$ cat src/rtl/fifo_pkg.sv
// Shared types and pointer helpers for the async FIFO.
// Gray helpers work on a wide vector; callers cast to pointer width.
package fifo_pkg;

  localparam int DEPTH_DEF = 8;
  localparam int PMAX = 16;

  typedef enum logic [1:0] {
    EMPTY = 2'd0,
    ONE   = 2'd1,
    TWO   = 2'd2
  } buf_state_t;

  function automatic logic [PMAX-1:0] bin2gray(
    input logic [PMAX-1:0] b
  );
    return b ^ (b >> 1);
  endfunction

  function automatic logic [PMAX-1:0] gray2bin(
    input logic [PMAX-1:0] g
  );
    logic [PMAX-1:0] b;
    b[PMAX-1] = g[PMAX-1];
    for (int i = PMAX - 2; i >= 0; i--) begin
      b[i] = b[i+1] ^ g[i];
    end
    return b;
  endfunction

endpackage

$ cat src/rtl/fifo_rd_ctrl_if.sv
// Read-side bundle: synced write pointer, RAM read port,
// FWFT output stream and exported Gray read pointer.
interface fifo_rd_ctrl_if
  import fifo_pkg::*;
#(
  parameter int DEPTH  = DEPTH_DEF,
  parameter int DWIDTH = 8
);
  localparam int AW = $clog2(DEPTH);

  logic [AW:0]       wptr_sync;
  logic              rd_en;
  logic [AW-1:0]     rd_addr;
  logic [DWIDTH-1:0] rd_data;
  logic [AW:0]       rptr_gray;
  logic [DWIDTH-1:0] dout;
  logic              dout_valid;
  logic              dout_ready;
  logic              mem_empty;
  logic [AW:0]       fill_level;

  modport master (
    input  wptr_sync, rd_data, dout_ready,
    output rd_en, rd_addr, rptr_gray,
    output dout, dout_valid, mem_empty,
    output fill_level
  );

  modport slave (
    output wptr_sync, rd_data, dout_ready,
    input  rd_en, rd_addr, rptr_gray,
    input  dout, dout_valid, mem_empty,
    input  fill_level
  );

endinterface

$ cat src/rtl/fifo_out_buf.sv
// Two-entry FWFT skid buffer: head drives dout, skid
// catches a word that lands while the head is still held.
module fifo_out_buf
  import fifo_pkg::*;
#(
  parameter int DWIDTH = 8
) (
  input  logic              clk_out,
  input  logic              rst_n,
  input  logic              in_valid,
  input  logic [DWIDTH-1:0] in_data,
  input  logic              pop,
  output logic [DWIDTH-1:0] dout,
  output logic              dout_valid,
  output logic [1:0]        count
);

  buf_state_t        state;
  logic [DWIDTH-1:0] head;
  logic [DWIDTH-1:0] skid;

  assign dout       = head;
  assign dout_valid = (state != EMPTY);
  assign count      = state;

  // Occupancy FSM; oldest word always sits in head.
  always_ff @(posedge clk_out) begin
    if (!rst_n) begin
      state <= EMPTY;
      head  <= '0;
      skid  <= '0;
    end else begin
      unique case (state)
        EMPTY: begin
          if (in_valid) begin
            head  <= in_data;
            state <= ONE;
          end
        end
        ONE: begin
          if (in_valid && !pop) begin
            skid  <= in_data;
            state <= TWO;
          end else if (in_valid && pop) begin
            head <= in_data;
          end else if (pop) begin
            state <= EMPTY;
          end
        end
        TWO: begin
          if (pop) begin
            head <= skid;
            if (in_valid) skid <= in_data;
            else state <= ONE;
          end
        end
        default: state <= EMPTY;
      endcase
    end
  end

endmodule

$ cat src/rtl/fifo_rd_ctrl.sv
// Read-domain controller of the async FIFO: owns the read
// pointer, issues RAM reads and feeds the FWFT buffer.
module fifo_rd_ctrl
  import fifo_pkg::*;
#(
  parameter int DEPTH  = DEPTH_DEF,
  parameter int DWIDTH = 8
) (
  input logic            clk_out,
  input logic            rst_n,
  fifo_rd_ctrl_if.master bus
);

  localparam int AW = $clog2(DEPTH);
  localparam int PW = AW + 1;

  logic [PW-1:0] rptr_bin;
  logic [PW-1:0] rptr_gray;
  logic [PW-1:0] rptr_nxt;
  logic [PW-1:0] wptr_bin;
  logic          inflight;
  logic          mem_empty;
  logic          rd_en;
  logic          pop;
  logic          dout_valid;
  logic [1:0]    count;
  logic [2:0]    occ;

  assign rptr_nxt = rptr_bin + PW'(1);
  assign wptr_bin =
    PW'(gray2bin(PMAX'(bus.wptr_sync)));

  // Held empty during reset so no read fires then.
  assign mem_empty =
    !rst_n || (rptr_gray == bus.wptr_sync);

  assign pop = dout_valid & bus.dout_ready;
  assign occ = {1'b0, count}
             + {2'b0, inflight}
             - {2'b0, pop};
  assign rd_en = !mem_empty && (occ < 3'd2);

  assign bus.rd_en      = rd_en;
  assign bus.rd_addr    = rptr_bin[AW-1:0];
  assign bus.rptr_gray  = rptr_gray;
  assign bus.mem_empty  = mem_empty;
  assign bus.fill_level = wptr_bin - rptr_bin;
  assign bus.dout_valid = dout_valid;

  // Advance both pointer encodings together; track the
  // word in flight from the RAM.
  always_ff @(posedge clk_out) begin
    if (!rst_n) begin
      rptr_bin  <= '0;
      rptr_gray <= '0;
      inflight  <= 1'b0;
    end else begin
      inflight <= rd_en;
      if (rd_en) begin
        rptr_bin  <= rptr_nxt;
        rptr_gray <= PW'(bin2gray(PMAX'(rptr_nxt)));
      end
    end
  end

  fifo_out_buf #(
    .DWIDTH(DWIDTH)
  ) u_buf (
    .clk_out   (clk_out),
    .rst_n     (rst_n),
    .in_valid  (inflight),
    .in_data   (bus.rd_data),
    .pop       (pop),
    .dout      (bus.dout),
    .dout_valid(dout_valid),
    .count     (count)
  );

endmodule

$ cat src/flat_wrapper.sv
// flat-port wrapper written by rule: the top's interface ports become plain ports
module fifo_rd_ctrl_flat import fifo_pkg::*;
#(
  parameter int DEPTH  = DEPTH_DEF,
  parameter int DWIDTH = 8
)
  (clk_out, rst_n, bus_wptr_sync, bus_rd_data, bus_dout_ready, bus_rd_en, bus_rd_addr, bus_rptr_gray, bus_dout, bus_dout_valid, bus_mem_empty, bus_fill_level);
  fifo_rd_ctrl_if #(.DEPTH(DEPTH), .DWIDTH(DWIDTH)) bus_i ();
  input logic clk_out;
  input logic rst_n;
  input wire logic [$bits(bus_i.wptr_sync)-1:0] bus_wptr_sync;
  input wire logic [$bits(bus_i.rd_data)-1:0] bus_rd_data;
  input wire logic [$bits(bus_i.dout_ready)-1:0] bus_dout_ready;
  output wire logic [$bits(bus_i.rd_en)-1:0] bus_rd_en;
  output wire logic [$bits(bus_i.rd_addr)-1:0] bus_rd_addr;
  output wire logic [$bits(bus_i.rptr_gray)-1:0] bus_rptr_gray;
  output wire logic [$bits(bus_i.dout)-1:0] bus_dout;
  output wire logic [$bits(bus_i.dout_valid)-1:0] bus_dout_valid;
  output wire logic [$bits(bus_i.mem_empty)-1:0] bus_mem_empty;
  output wire logic [$bits(bus_i.fill_level)-1:0] bus_fill_level;
  assign bus_i.wptr_sync = bus_wptr_sync;
  assign bus_i.rd_data = bus_rd_data;
  assign bus_i.dout_ready = bus_dout_ready;
  assign bus_rd_en = bus_i.rd_en;
  assign bus_rd_addr = bus_i.rd_addr;
  assign bus_rptr_gray = bus_i.rptr_gray;
  assign bus_dout = bus_i.dout;
  assign bus_dout_valid = bus_i.dout_valid;
  assign bus_mem_empty = bus_i.mem_empty;
  assign bus_fill_level = bus_i.fill_level;
  fifo_rd_ctrl #(.DEPTH(DEPTH), .DWIDTH(DWIDTH)) u_core (.clk_out(clk_out), .rst_n(rst_n), .bus(bus_i));
endmodule
$ cat config.mk
export PLATFORM = sky130hd
export DESIGN_NAME = fifo_rd_ctrl_flat
export DESIGN_NICKNAME = d
export VERILOG_FILES = /design/src/rtl/fifo_pkg.sv /design/src/rtl/fifo_rd_ctrl_if.sv /design/src/rtl/fifo_out_buf.sv /design/src/rtl/fifo_rd_ctrl.sv /design/src/flat_wrapper.sv
export SDC_FILE = /design/constraint.sdc
export NUM_CORES = 1
export LEC_CHECK = 0
export ABC_AREA = 1
export ABC_CLOCK_PERIOD_IN_PS = 2240
export CORE_MARGIN = 4
export CORE_UTILIZATION = 44
export DETAILED_ROUTE_END_ITERATION = 10
export PLACE_DENSITY = 0.75
export RECOVER_POWER = 25
export SETUP_SLACK_MARGIN = 0.1
export SYNTH_ARGS = -nofsm -noshare
export SYNTH_HDL_FRONTEND = slang
export SYNTH_SLANG_ARGS = --single-unit
$ cat constraint.sdc
create_clock -name clk_out -period 2.24 [get_ports clk_out]
set_input_delay 0.448 -clock clk_out [delete_from_list [all_inputs] [get_ports clk_out]]
set_output_delay 0.448 -clock clk_out [all_outputs]
set_load 0.01 [all_outputs]
# Word-level counts from Yosys, hierarchy flattened

Cells that the tools add are included.

Register bits: 27
Bits of input ports: 15
Logic and storage cells: 57

$add $sub $neg: 4
Order comparisons: 1
Equality and inequality tests: 12
Multiplexer cells: 15
Bitwise gates (word level): 5
Reduce and logical (&&, ||, !) cells: 14

Operators with widths:

| cell                                                        | number |
|---|---|
| two-way mux 8 bit                                           | 6 |
| one-hot mux 8 bit (3 select lines)                          | 1 |
| one-hot mux 8 bit (2 select lines)                          | 1 |
| two-way mux 2 bit                                           | 6 |
| AND reduction 5 bit                                         | 2 |
| != test 2 bit (second input constant)                       | 4 |
| != test 2 x 1 -> 1 bit (second input constant)              | 3 |
| one-hot mux 2 bit (3 select lines)                          | 1 |
| adder 4 x 1 -> 4 bit (second input constant)                | 1 |
| equality test 4 bit                                         | 1 |
| AND reduction 4 bit                                         | 1 |
| nonzero test 2 bit                                          | 2 |
| subtractor 4 bit                                            | 1 |
| XOR 4 x 3 -> 4 bit                                          | 1 |
| adder 2 x 1 -> 3 bit                                        | 1 |
| logical AND 1 bit                                           | 3 |
| zero test 1 bit                                             | 3 |
| less-than comparator 3 x 2 -> 1 bit (second input constant) | 1 |
| != test 3 x 2 -> 1 bit (second input constant)              | 1 |
| != test 3 bit (second input constant)                       | 1 |
| nonzero test 3 bit                                          | 1 |
| subtractor 3 x 1 -> 3 bit                                   | 1 |
| XOR 1 bit                                                   | 3 |
| equality test 2 x 1 -> 1 bit (second input constant)        | 1 |
| 4 further kinds                                             | 4 |

# Logic depth before layout (Yosys ltp)

Word-level depth: 6
Gate-level depth with buffers: 14

# Cells and area by module

Synthesis repeated with hierarchy kept, for this count alone.

Cells, all modules: 233
Area total of the unflattened synthesis: 1571.5 µm²

Modules (own cells, without submodules):

| module       | instances | cells an instance | area an instance (µm²) |
|---|---|---|---|
| fifo_out_buf | 1         | 133               | 899.6 |
| fifo_rd_ctrl | 1         | 100               | 671.9 |

# Worst setup path after synthesis

Ideal clock, no wire load.

Path type: register to output
Start: register u_core.u_buf.state[0], in the netlist u_core.u_buf.count[0]
End: output port bus_rd_en
Arrival: 2120 ps
Slack: -328 ps
Stages on the path, launching flop included: 11
Buffers on the path: 0
Path through: dfxtp_1 -> inv_2 -> nand2_1 -> nand2_1 -> ha_1 -> or2_2 -> fa_1 -> nand2_1 -> nor2_1 -> nand3_1 -> inv_1

Longest elaborated chain between the ends: 5
Elaborated cells on any way between the ends: 6
Those cells by class: add/sub: 2; order compare: 1; bitwise: 1; reduce/logical: 2

RTL lines:

| element                             | RTL line           | source |
|---|---|---|
| start, declared                     | fifo_out_buf.sv:18 | `buf_state_t state;` |
| start signal, assigned              | fifo_out_buf.sv:29 | `state <= EMPTY;` |
| start signal, assigned              | fifo_out_buf.sv:37 | `state <= ONE;` |
| start signal, assigned              | fifo_out_buf.sv:43 | `state <= TWO;` |
| nonzero test 2 bit                  | fifo_out_buf.sv:23 | `assign dout_valid = (state != EMPTY);` |
| named net bus_dout_valid            | flat_wrapper.sv:18 | `output wire logic [$bits(bus_i.dout_valid)-1:0] bus_dout_valid;` |
| AND 1 bit                           | fifo_rd_ctrl.sv:37 | `assign pop = dout_valid & bus.dout_ready;` |
| subtractor 3 x 1 -> 3 bit           | fifo_rd_ctrl.sv:40 | `- {2'b0, pop};` |
| less-than comparator 3 x 2 -> 1 bit | fifo_rd_ctrl.sv:41 | `assign rd_en = !mem_empty && (occ < 3'd2);` |
| logical AND 1 bit                   | fifo_rd_ctrl.sv:41 |  |
| end, declared                       | flat_wrapper.sv:14 | `output wire logic [$bits(bus_i.rd_en)-1:0] bus_rd_en;` |

The timed path passes the listed nets, and every way through them passes these cells.

# Worst setup path in the final report

Start: register u_core.u_buf.state[1], in the netlist u_core.u_buf.count[1]
End: output port bus_rd_en

Longest elaborated chain between the ends: 5
Elaborated cells on any way between the ends: 6
Those cells by class: add/sub: 2; order compare: 1; bitwise: 1; reduce/logical: 2

RTL lines:

| element                                                                      | RTL line |
|---|---|
| parallel branches: the longest is 2 deep, another holds adder 2 x 1 -> 3 bit | - |
| subtractor 3 x 1 -> 3 bit *                                                  | fifo_rd_ctrl.sv:40 |
| less-than comparator 3 x 2 -> 1 bit *                                        | fifo_rd_ctrl.sv:41 |
| logical AND 1 bit *                                                          | fifo_rd_ctrl.sv:41 |

Mark *: on every way between the ends.

==> flow_summary.ini <==
[run_status]
status = finished with violations
failed_checks = negative setup slack

[synth]
seq_area_frac_synth = 0.3470
ys_warn_count = 0
netlist_instances = 233
synth_top_cell_by_area = dfxtp_1
synth_fp_nets = 255
netlist_area_um2 = 1500
ys_types = 23
synth_top_cell_area_share = 0.3470
synth-seq-cells = 26
netlist_top_cells_area = dfxtp_1 (35%), nand2_1 (18%), inv_1 (9.3%), nor2_1 (8.5%), o21ai_0 (6.0%)
avgSynthCellArea_um2 = 6.439

[worst_hold_path]
hp-class = reg -> reg

[critical_path]
crit_type = reg -> out
critPathLaunchType = flop
cp_num_cells = 11
r2r_start = u_core.u_buf.count[1]
worstPathRequired_ps = 1790
worst_path_most_repeated_cell = nand2_4
crit_family = adder cells
cpPeakStageDelay_ps = 530
startpoint = u_core.u_buf.count[1]
crit_path_end_kind = output port
cp_slowest_cell = fa_2
rrSetupSlack_ps = -200
cp_cell_sequence = inv_4 > nand2_4 > nand2_4 > ha_4 > or2_4 > fa_2 > nand2_2 > nor2_4 > nand3_2 > inv_2 > buf_6
arrival_ps = 2280
setup.worst_path.end = bus_rd_en
critical_path_buf_inv_count = 3
timing.rr.end = u_core.rptr_bin[0]
reg2regPathDepth = 17
cp_max_fo = 2

[floorplanning]
die_height_um = 66.39
initial_utilization = 0.4758
core_um2 = 3153
core.rowCount = 20
die_w_um = 66.39
die_area_um2 = 4408
io_pins = 37

[sta]
fmax_mhz = 366.3
slew_headroom = 0.6139
setup_viol = 6
period_share = 1.219
setup_tns_ps = -1437
rsz0062_at_grt = true
hold_violations = 0
post-route-worst-setup-slack_ps = -490.1
skew_ps = 4.566
holdWs_ps = 455.8
post-route-min-period_ps = 2730
maxSlewViolCount = 0
worst_pin_slew_ps = 579.1

[placed_design]
dp_hpwl_um = 2724
globalplace.congestion = 0.8355
port-buffer-count = 36
dpl_cell_area_um2 = 2102

[clock_tree]
clock-root-buffer = clkbuf_4
cts_buffer_depth = 2
cts_tree = yes
clk_latency_ps = 330
cts.sinks = 26
path_clk_slew_ps = 140
holdBufCountCts = 0
h-tree-depth = 1
cts-buffers-inserted = 3

[cells_and_area]
final_area_um2 = 2293
final.fill_count = 281
drive_gt1_frac = 0.2391
postLayoutCoreUtil = 0.7274
seq_area_um2 = 523.0
final_net_count = 320
area_delta_synth_final_pct = 52.88
multi_input_area_um2 = 917.1
n_antenna_cell = 0

[route]
wl_per_cell_um = 11.71
first_pass_iters = 4
routed-via-count = 1566
ant_nets = 0
detail_route.vias_per_cell = 4.592
drc = 0
drt-initial-drc-count = 63
wl_um = 3992

[power_and_ir_drop]
swShare = 0.4029
pwr-share-seq = 0.253
vdd_drop_max_v = 0.0008699
p_sw_uw = 1115
pwr-share-comb = 0.630
p_int_uw = 1652
p_leak_uw = 0.001133
p_per_area_nw_per_um2 = 1207
clock_power_share = 0.117

[global_route]
grt_pass1_vias = 1393
grt_overflow = 0
track_usage = 0.1865
grt_max_degree = 27
grt_pass1_wl_um = 6258
antenna_found_initial = 0

[run]
cap_violations = 0
==> worst min-delay path by stage <==
stage | cells past startpoint | from | end | slack (ps)
floorplan | 2 | u_core.u_buf.skid[2] | u_core.u_buf.skid[2] | 420
global placement | 2 | u_core.u_buf.skid[4] | u_core.u_buf.skid[4] | 430
detailed placement | 2 | u_core.u_buf.skid[5] | u_core.u_buf.skid[5] | 440
CTS | 2 | u_core.u_buf.skid[5] | u_core.u_buf.skid[5] | 460
global route | 2 | u_core.u_buf.skid[3] | u_core.u_buf.skid[3] | 490
finish | 2 | u_core.u_buf.skid[2] | u_core.u_buf.skid[2] | 460
==> timing repair <==
action,CTS,global route
gates resized for setup,55,5
setup endpoints to repair,14,12
pin swaps,11,8
setup buffers,7,5
==> worst register-to-register path, cell delays in order (launching register included) <==
cell,delay (ps)
dfxtp_2,380
inv_4,40
nand2_4,70
nand2_4,60
ha_4,210
or2_4,220
fa_2,530
nand2_2,70
nor2_4,120
nand3_2,90
inv_2,80
buf_4,100
buf_6,80
buf_6,80
buf_4,100
nand2_1,40
nand2_1,60
inv_1,40
==> cells in the final DEF, fill, tap and decap left out, types with 3 or more instances in the layout <==
cell / n
dfxtp_1: 24
dlygate4sd2_1: 3
buf_6: 5
o21ai_0: 17
ha_4: 3
clkbuf_4: 3
nor2_1: 32
inv_1: 32
nand3_1: 7
nand2_2: 3
buf_2: 3
nand2_1: 66
inv_2: 5
xor2_1: 4
buf_4: 27
clkdlybuf4s50_1: 25
a21oi_1: 5
==> power by group through the flow <==
stage	clock (µW)	sequential [µW]	combinational [µW]
finish	324	699	1740
global route	343	718	1940
CTS	329	699	1650
detailed placement	0	705	1540
global placement	0	700	1510
floorplan	0	768	866
==> logic make-up (layout without fill, tap and decap cells) <==
family | after synthesis | after routing | synth area share
AND/OR/NAND/NOR | 120 | 120 | 0.3253
adder cells (fa/ha/maj) | 7 | 7 | 0.06839
XOR/XNOR | 9 | 9 | 0.05255
buffers and inverters | 46 | 110 | 0.1226
flip-flops | 26 | 26 | 0.3470
AO/OA/AOI/OAI | 25 | 25 | 0.08424
==> Yosys cell counts <==
| cell | instances |
|---|---|
| a21oi_1 | 6 |
| a31oi_1 | 1 |
| buf_1 | 1 |
| buf_2 | 3 |
| buf_6 | 1 |
| clkbuf_1 | 2 |
| dfxtp_1 | 26 |
| fa_1 | 2 |
| ha_1 | 5 |
| inv_1 | 37 |
| inv_2 | 2 |
| nand2_1 | 70 |
| nand2_2 | 1 |
| nand3_1 | 8 |
| nand4_1 | 2 |
| nor2_1 | 34 |
| nor2_2 | 1 |
| nor3_1 | 2 |
| nor3_4 | 1 |
| o21ai_0 | 18 |
| or2_2 | 1 |
| xnor2_1 | 3 |
| xor2_1 | 6 |
==> sequential cells by signal, indices dropped and copies added (netlist names) <==
| signal | flops |
|---|---|
| u_core.bus.rptr_gray | 4 |
| u_core.u_buf.dout | 8 |
| u_core.u_buf.count | 2 |
| u_core.rptr_bin | 3 |
| u_core.u_buf.skid | 8 |
| u_core.inflight | 1 |
==> through the flow <==
step | total power [µW] | instances | setup WS [ps]
after floorplan | 1633 | 233 | -57.64
after global routing | 3002 | 341 | -588.7
after global placement | 2213 | 326 | -1082
final | 2767 | 341 | -490.1
after detailed placement | 2248 | 326 | -1144
after CTS | 2682 | 336 | -472.3
==> layer usage <==
layer  vias to the layer above  part of all wire  global-route usage
li1                        834                 -                   -
met1                       677              0.44              0.2415
met2                        41              0.48              0.2924
met3                        14             0.044             0.04252
met4                         0             0.034             0.08376
met5                         -                 0                   0
==> final cells by class <==
type | instances | share of cell area
Clock inverter | 1 | 0.01309
Sequential cell | 26 | 0.2280
Multi-Input combinational cell | 161 | 0.3999
Tap cell | 44 | 0.02400
Timing Repair Buffer | 67 | 0.2591
Clock buffer | 3 | 0.009820
Inverter | 39 | 0.06601
Power figures use the tool's default switching activity.
==> RTL edit 1 (same flow settings) <==
Register the output `bus.fill_level`, without a reset; this adds one clock of latency there.
--- a/src/rtl/fifo_rd_ctrl.sv
+++ b/src/rtl/fifo_rd_ctrl.sv
@@ -44,7 +44,9 @@
   assign bus.rd_addr    = rptr_bin[AW-1:0];
   assign bus.rptr_gray  = rptr_gray;
   assign bus.mem_empty  = mem_empty;
-  assign bus.fill_level = wptr_bin - rptr_bin;
+  always_ff @(posedge clk_out) begin
+    bus.fill_level <= wptr_bin - rptr_bin;
+  end
   assign bus.dout_valid = dout_valid;
 
   // Advance both pointer encodings together; track the
Behaviour: not the same (a bounded check fails within 4 cycles, from zero or initial values and one cycle with rst_n low).
==> RTL edit 1 against the unedited design <==
- the run still ends with setup timing left
- sequential share of layout area up 4.6 points
- area after synthesis increased by 2.7%
- cell count down 2.9%
- power grew 6.6%
- critical endpoint unchanged
- final area down 3.8%
- setup slack better by 72 ps
- sequential cell count up 4
- wire length fell by 10%
==> RTL edit 1: results (changes against the unedited design) <==
STA
  – Slew margin rel.: 0.5746 (was 0.6139)
  – Setup TNS: -417.8 ps (was -1437 ps)
  – Endpoints failing setup: 1 (was 6)
  – Worst-case clock skew: 8.381 ps (was 4.566 ps)
  – Worst Setup Slack, final: -417.8 ps (was -490.1 ps)

Power and ir drop
  – Worst VDD drop: 633.3 uV (was 869.9 uV)
  – Net switching power: 1.168 mW (was 1.115 mW)
  – Leak pwr: 1.064 nW (was 1.133 nW)

Synthesis
  – Largest family of logic cells by synthesized area: simple AND/OR/NAND/NOR gates (unchanged)
  – Yosys warning count: 0 (unchanged)
  – Top post-synthesis cells by count: nand2_1, nor2_1, dfxtp_1, inv_1, o21ai_1 (was nand2_1, inv_1, nor2_1, dfxtp_1, o21ai_0)
  – Syn Inst Count: 222 (was 233)
  – Post-synthesis mux area share: 0 (unchanged)
  – Post-synthesis xor/xnor area fraction: 0.06093 (was 0.05254)
  – Synth Area in Adders: 0.06661 (was 0.06839)
  – Syn nets: 244 (was 255)
  – Synth top area cells: dfxtp_1, nand2_1, nor2_1, o21ai_1, inv_1 (was dfxtp_1, nand2_1, inv_1, nor2_1, o21ai_0)
  – Sequential fraction of the synthesis area: 0.3899 (was 0.3470)
  – Netlist cell types: 23 (unchanged)
  – Asr flop ratio synth: 0 (unchanged)
  – Synth Area in Compound Gates: 0.08448 (was 0.08424)

Min path
  – HP Class: flip-flop to flip-flop (unchanged)
  – HP Start: u_core.u_buf.skid[1] (was u_core.u_buf.skid[2])
  – Hold depth: 2 (unchanged)

Placed design
  – HPWL Detailed: 2625 um (was 2724 um)
  – Area post-placement: 0.002117 sq mm (was 0.002102 sq mm)
  – Gp weighted congestion: 0.8930 (was 0.8355)
  – IO Port Bufs: 36 (unchanged)
  – Dpl cells: 317 (was 326)
  – Post-Place Worst Slack: -1096 ps (was -1144 ps)

Clocking
  – CTS root buffer: clkbuf_4 (unchanged)
  – Clock buffer depth: 2 (unchanged)
  – Worst-Skew Late Latency: 330 ps (about the same)
  – CTS H-tree depth: 2 (was 1)
  – Clock buffer count from CTS: 5 (was 3)
  – CTS clk-pin slew, worst paths: 90 ps (was 140 ps)

Global routing
  – Vias in the first global route: 1393 (unchanged)
  – Initial antenna violation count: 0 (unchanged)
  – Total global-route track usage: 0.1807 (was 0.1865)
  – First-pass GRT wire length: 6085 um (was 6258 um)
  – Largest net degree at the start of global routing: 25 (was 27)

Status
  – Status: finished with violations (unchanged)
  – Violations in the final reports: setup timing (unchanged)

Final layout
  – Layout cells sized above 1: 0.1719 (was 0.2391)
  – Finished Layout Cells: 331 (was 341)
  – # diodes: 0 (unchanged)
  – Net count, final: 306 (was 320)

Worst setup path
  – Cells on worst reg2reg path: 13 (was 17)
  – Critical Path Fanout Max: 2 (unchanged)
  – Crit path arrival time: 2210 ps (was 2280 ps)
  – Crit path from: u_core.u_buf.count[1] (unchanged)

Drt
  – Final WL: 3591 um (was 3992 um)
  – DR vias: 1524 (was 1566)
  – Initial drt markers: 71 (was 63)
  – DR pass1 iterations: 4 (unchanged)
RTL edit 1: cell count changes in the layout (fill, tap and decap cells not counted), sizes merged, moves of 4 or more:
cell / before / now
nor2: 35 / 39
o21ai: 18 / 22
inv: 39 / 27
nand2: 71 / 65
dfxtp: 26 / 30
clkdlybuf4s50: 25 / 30
buf: 37 / 23
clkbuf: 4 / 9
RTL edit 1: path summary, 6_finish.rpt:
kind / endpoint / slack [ps]
setup / recovery: bus_rd_en / -420
setup reg to reg: u_core.rptr_bin[3] / 100
hold reg to reg: u_core.u_buf.skid[1] / 450
hold / removal: u_core.u_buf.skid[1] / 450
RTL edit 1: timing repair:
item	4_1_cts	5_1_grt
pin swaps	5	4
setup endpoints to repair	12	9
resized for setup	13	1
hold buffers	0	0
buffers inserted	4	2
RTL edit 1: cell type report:
type / count / area [sq um]
Inverter: 28 / 110.1
Sequential cell: 30 / 605.6
Tap cell: 46 / 57.56
Clock buffer: 7 / 55.05
Fill cell: 326 / 1156
Clock inverter: 1 / 5.005
Timing Repair Buffer: 59 / 523.0
Multi-Input combinational cell: 160 / 850.8
RTL edit 1: layer usage:
layer,routed length (um),global-route usage,vias up
met4,59,0.06835,0
met1,1637,0.2226,671
met2,1687,0.2908,38
met5,0,0,-
met3,207,0.06156,5
li1,-,-,810
RTL edit 1: critical path, cell delays in order (launching register included):
cell and delay (ps):
dfxtp_4 360, inv_4 40, nand2_4 70, nand2_4 50, ha_4 200, or2_4 220
fa_1 500, nand2_2 70, nor2_4 130, nand3_4 90, inv_4 70, buf_6 90
RTL edit 1: power by group through the flow:
stage	Combinational, mW	Sequential (mW)	Clock [mW]
after global placement	1.60	0.908	0
after floorplan	0.860	0.980	0
after CTS	1.72	0.902	0.347
final	1.71	0.902	0.335
after global routing	1.92	0.931	0.367
after detailed placement	1.63	0.913	0
==> RTL edit 2 (same settings) <==
Without the edit above. `DWIDTH` is set to 8 in 4 places; all go to 6.
--- a/src/rtl/fifo_rd_ctrl_if.sv
+++ b/src/rtl/fifo_rd_ctrl_if.sv
@@ -4,7 +4,7 @@
   import fifo_pkg::*;
 #(
   parameter int DEPTH  = DEPTH_DEF,
-  parameter int DWIDTH = 8
+  parameter int DWIDTH = 6
 );
   localparam int AW = $clog2(DEPTH);
 
--- a/src/rtl/fifo_out_buf.sv
+++ b/src/rtl/fifo_out_buf.sv
@@ -3,7 +3,7 @@
 module fifo_out_buf
   import fifo_pkg::*;
 #(
-  parameter int DWIDTH = 8
+  parameter int DWIDTH = 6
 ) (
   input  logic              clk_out,
   input  logic              rst_n,
--- a/src/rtl/fifo_rd_ctrl.sv
+++ b/src/rtl/fifo_rd_ctrl.sv
@@ -4,7 +4,7 @@
   import fifo_pkg::*;
 #(
   parameter int DEPTH  = DEPTH_DEF,
-  parameter int DWIDTH = 8
+  parameter int DWIDTH = 6
 ) (
   input logic            clk_out,
   input logic            rst_n,
--- a/src/flat_wrapper.sv
+++ b/src/flat_wrapper.sv
@@ -2,7 +2,7 @@
 module fifo_rd_ctrl_flat import fifo_pkg::*;
 #(
   parameter int DEPTH  = DEPTH_DEF,
-  parameter int DWIDTH = 8
+  parameter int DWIDTH = 6
 )
   (clk_out, rst_n, bus_wptr_sync, bus_rd_data, bus_dout_ready, bus_rd_en, bus_rd_addr, bus_rptr_gray, bus_dout, bus_dout_valid, bus_mem_empty, bus_fill_level);
   fifo_rd_ctrl_if #(.DEPTH(DEPTH), .DWIDTH(DWIDTH)) bus_i ();
Interface: changed (resized bus_dout and bus_rd_data); port bits go from 37 to 33. The function was not compared with the original's and may differ.
==> RTL edit 2 against the unedited design <==
- the flow still finishes with violations (setup timing)
- die area decreased by 12%
- clock skew grew 2.1 ps
- sequential cell count fell by 4
- area after synthesis shrank 14%
- sequential power fell by 12%
- via count shrank 12%
- setup slack improved by 67 ps
- power shrank 4.7%
- cell count is 16% lower
- worst hold slack improved by 1.9 ps
- wire length down 17%
- final area fell by 11%
- critical path depth unchanged
- non-clock buffer count fell by 5
- largest power group unchanged
==> RTL edit 2: results (changes against the unedited design) <==
Status
  – Status: finished with violations (unchanged)
  – Violations in the final reports: setup timing (unchanged)

Drt
  – Final WL: 3302 um (was 3992 um)
  – DR vias: 1374 (was 1566)
  – Initial drt markers: 47 (was 63)
  – DR WL/cell: 11.55 um (was 11.71 um)

Power and ir drop
  – Worst VDD drop: 818.1 uV (was 869.9 uV)
  – Leak pwr: 0.9784 nW (was 1.133 nW)

Placed design
  – Gp weighted congestion: 0.8912 (was 0.8355)
  – HPWL Detailed: 2437 um (was 2724 um)
  – Dpl cells: 273 (was 326)
  – IO Port Bufs: 32 (was 36)

Synthesis
  – Top post-synthesis cells by count: nand2_1, inv_1, nor2_1, dfxtp_1, o21ai_0 (unchanged)
  – Synthesized flop and latch total: 22 (was 26)
  – Synth top area cells: dfxtp_1, nand2_1, inv_1, o21ai_0, nor2_1 (was dfxtp_1, nand2_1, inv_1, nor2_1, o21ai_0)
  – Syn Area/Cell: 6.716 sq um (was 6.439 sq um)
  – Yosys warning count: 0 (unchanged)
  – Sequential fraction of the synthesis area: 0.3398 (was 0.3470)
  – Syn nets: 213 (was 255)
  – Main flop type after synthesis: dfxtp_1 (unchanged)

Global routing
  – Vias in the first global route: 1299 (was 1393)
  – Largest net degree at the start of global routing: 22 (was 27)
  – Total global-route track usage: 0.1672 (was 0.1865)
  – First-pass GRT wire length: 5423 um (was 6258 um)

Final layout
  – Layout cells sized above 1: 0.2745 (was 0.2391)
  – Net count, final: 276 (was 320)

Clocking
  – Worst-Skew Late Latency: 300 ps (was 330 ps)
  – CTS clk-pin slew, worst paths: 130 ps
  – CTS H-tree depth: 1 (unchanged)

STA
  – Worst Setup Slack, final: -422.8 ps (was -490.1 ps)
  – Endpoints failing setup: 11 (was 6)
  – Worst-case clock skew: 6.626 ps (was 4.566 ps)
  – Least-Margin Pin Slew: 329.7 ps (was 579.1 ps)

Worst setup path
  – Crit-path leading delay family: adder cells (unchanged)
  – Crit path arrival time: 2210 ps (was 2280 ps)
==> RTL edit 2: final cells by class <==
class,count,area (sq um)
multi-input cells,137,835.8
fillers,222,747.0
repair buffers,62,546.8
flip-flops and latches,22,442.9
inverters,30,117.6
well taps,31,38.79
clock inverters,1,30.03
clock buffers,3,22.52
==> RTL edit 2: path summary, 6_finish.rpt <==
| kind | slack (ps) | start | depth (start not counted) | end |
|---|---|---|---|---|
| min | 460 | u_core.u_buf.skid[0] | 2 | u_core.u_buf.skid[0] |
| max reg2reg | -110 | u_core.u_buf.count[0] | 15 | u_core.bus.rptr_gray[3] |
| min reg2reg | 460 | u_core.u_buf.skid[0] | 2 | u_core.u_buf.skid[0] |
| max | -420 | u_core.u_buf.count[0] | 11 | bus_rd_en |
==> RTL edit 2: timing repair <==
action	4_1_cts	5_1_grt
setup buffers	7	5
pin swaps	10	4
gates resized for setup	55	3
endpoints found under the hold margin	0	0
setup endpoints to repair	14	11
==> RTL edit 2: where the power goes <==
part | internal, mW | switching, mW
Combinational | 0.882 | 0.835
Clock | 0.181 | 0.121
Sequential | 0.531 | 0.0871
==> RTL edit 2: kinds of logic (layout without fill, tap and decap cells) <==
| logic type | count (synthesis) | in the layout | synth area share |
|---|---|---|---|
| XOR/XNOR | 9 | 9 | 0.07239 |
| buffers and inverters | 34 | 96 | 0.1052 |
| AO/OA/AOI/OAI | 28 | 28 | 0.1091 |
| AND/OR/NAND/NOR | 93 | 93 | 0.2944 |
| adder cells (fa/ha/maj) | 7 | 7 | 0.07915 |
| flip-flops | 22 | 22 | 0.3398 |
==> RTL edit 2: worst reg2reg max path, delay by kind of cell (launching register included) <==
family / cells / cell delay, ps
flip-flops: 1 / 350
AND/OR/NAND/NOR: 8 / 760
buffers and inverters: 5 / 460
adder cells (fa/ha/maj): 2 / 730
==> RTL edit 2: per-stage QoR <==
stage / setup TNS (ps) / hold WS (ps) / instance area (sq um) / util / setup slack (ps)
2_1_floorplan: -105.8 / 424.5 / 1365 / - / -105.8
3_3_place_gp: -8261 / 431.7 / 1858 / 0.6680 / -1050
3_5_place_dp: -8895 / 442.0 / 1858 / 0.6680 / -1134
4_1_cts: -892.5 / 459.7 / 1998 / 0.7184 / -412.7
5_1_grt: -2562 / 491.9 / 2034 / 0.7314 / -514.0
6_report: -1519 / 457.6 / 2034 / 0.7314 / -422.8
==> RTL edit 2: routing by layer <==
layer | wire length, um | part of all wire | global-route usage
met1 | 1285 | 0.39 | 0.1715
met2 | 1833 | 0.56 | 0.3355
met3 | 163 | 0.049 | 0.03063
met4 | 20 | 0.0061 | 0.04509
met5 | 0 | 0 | 0
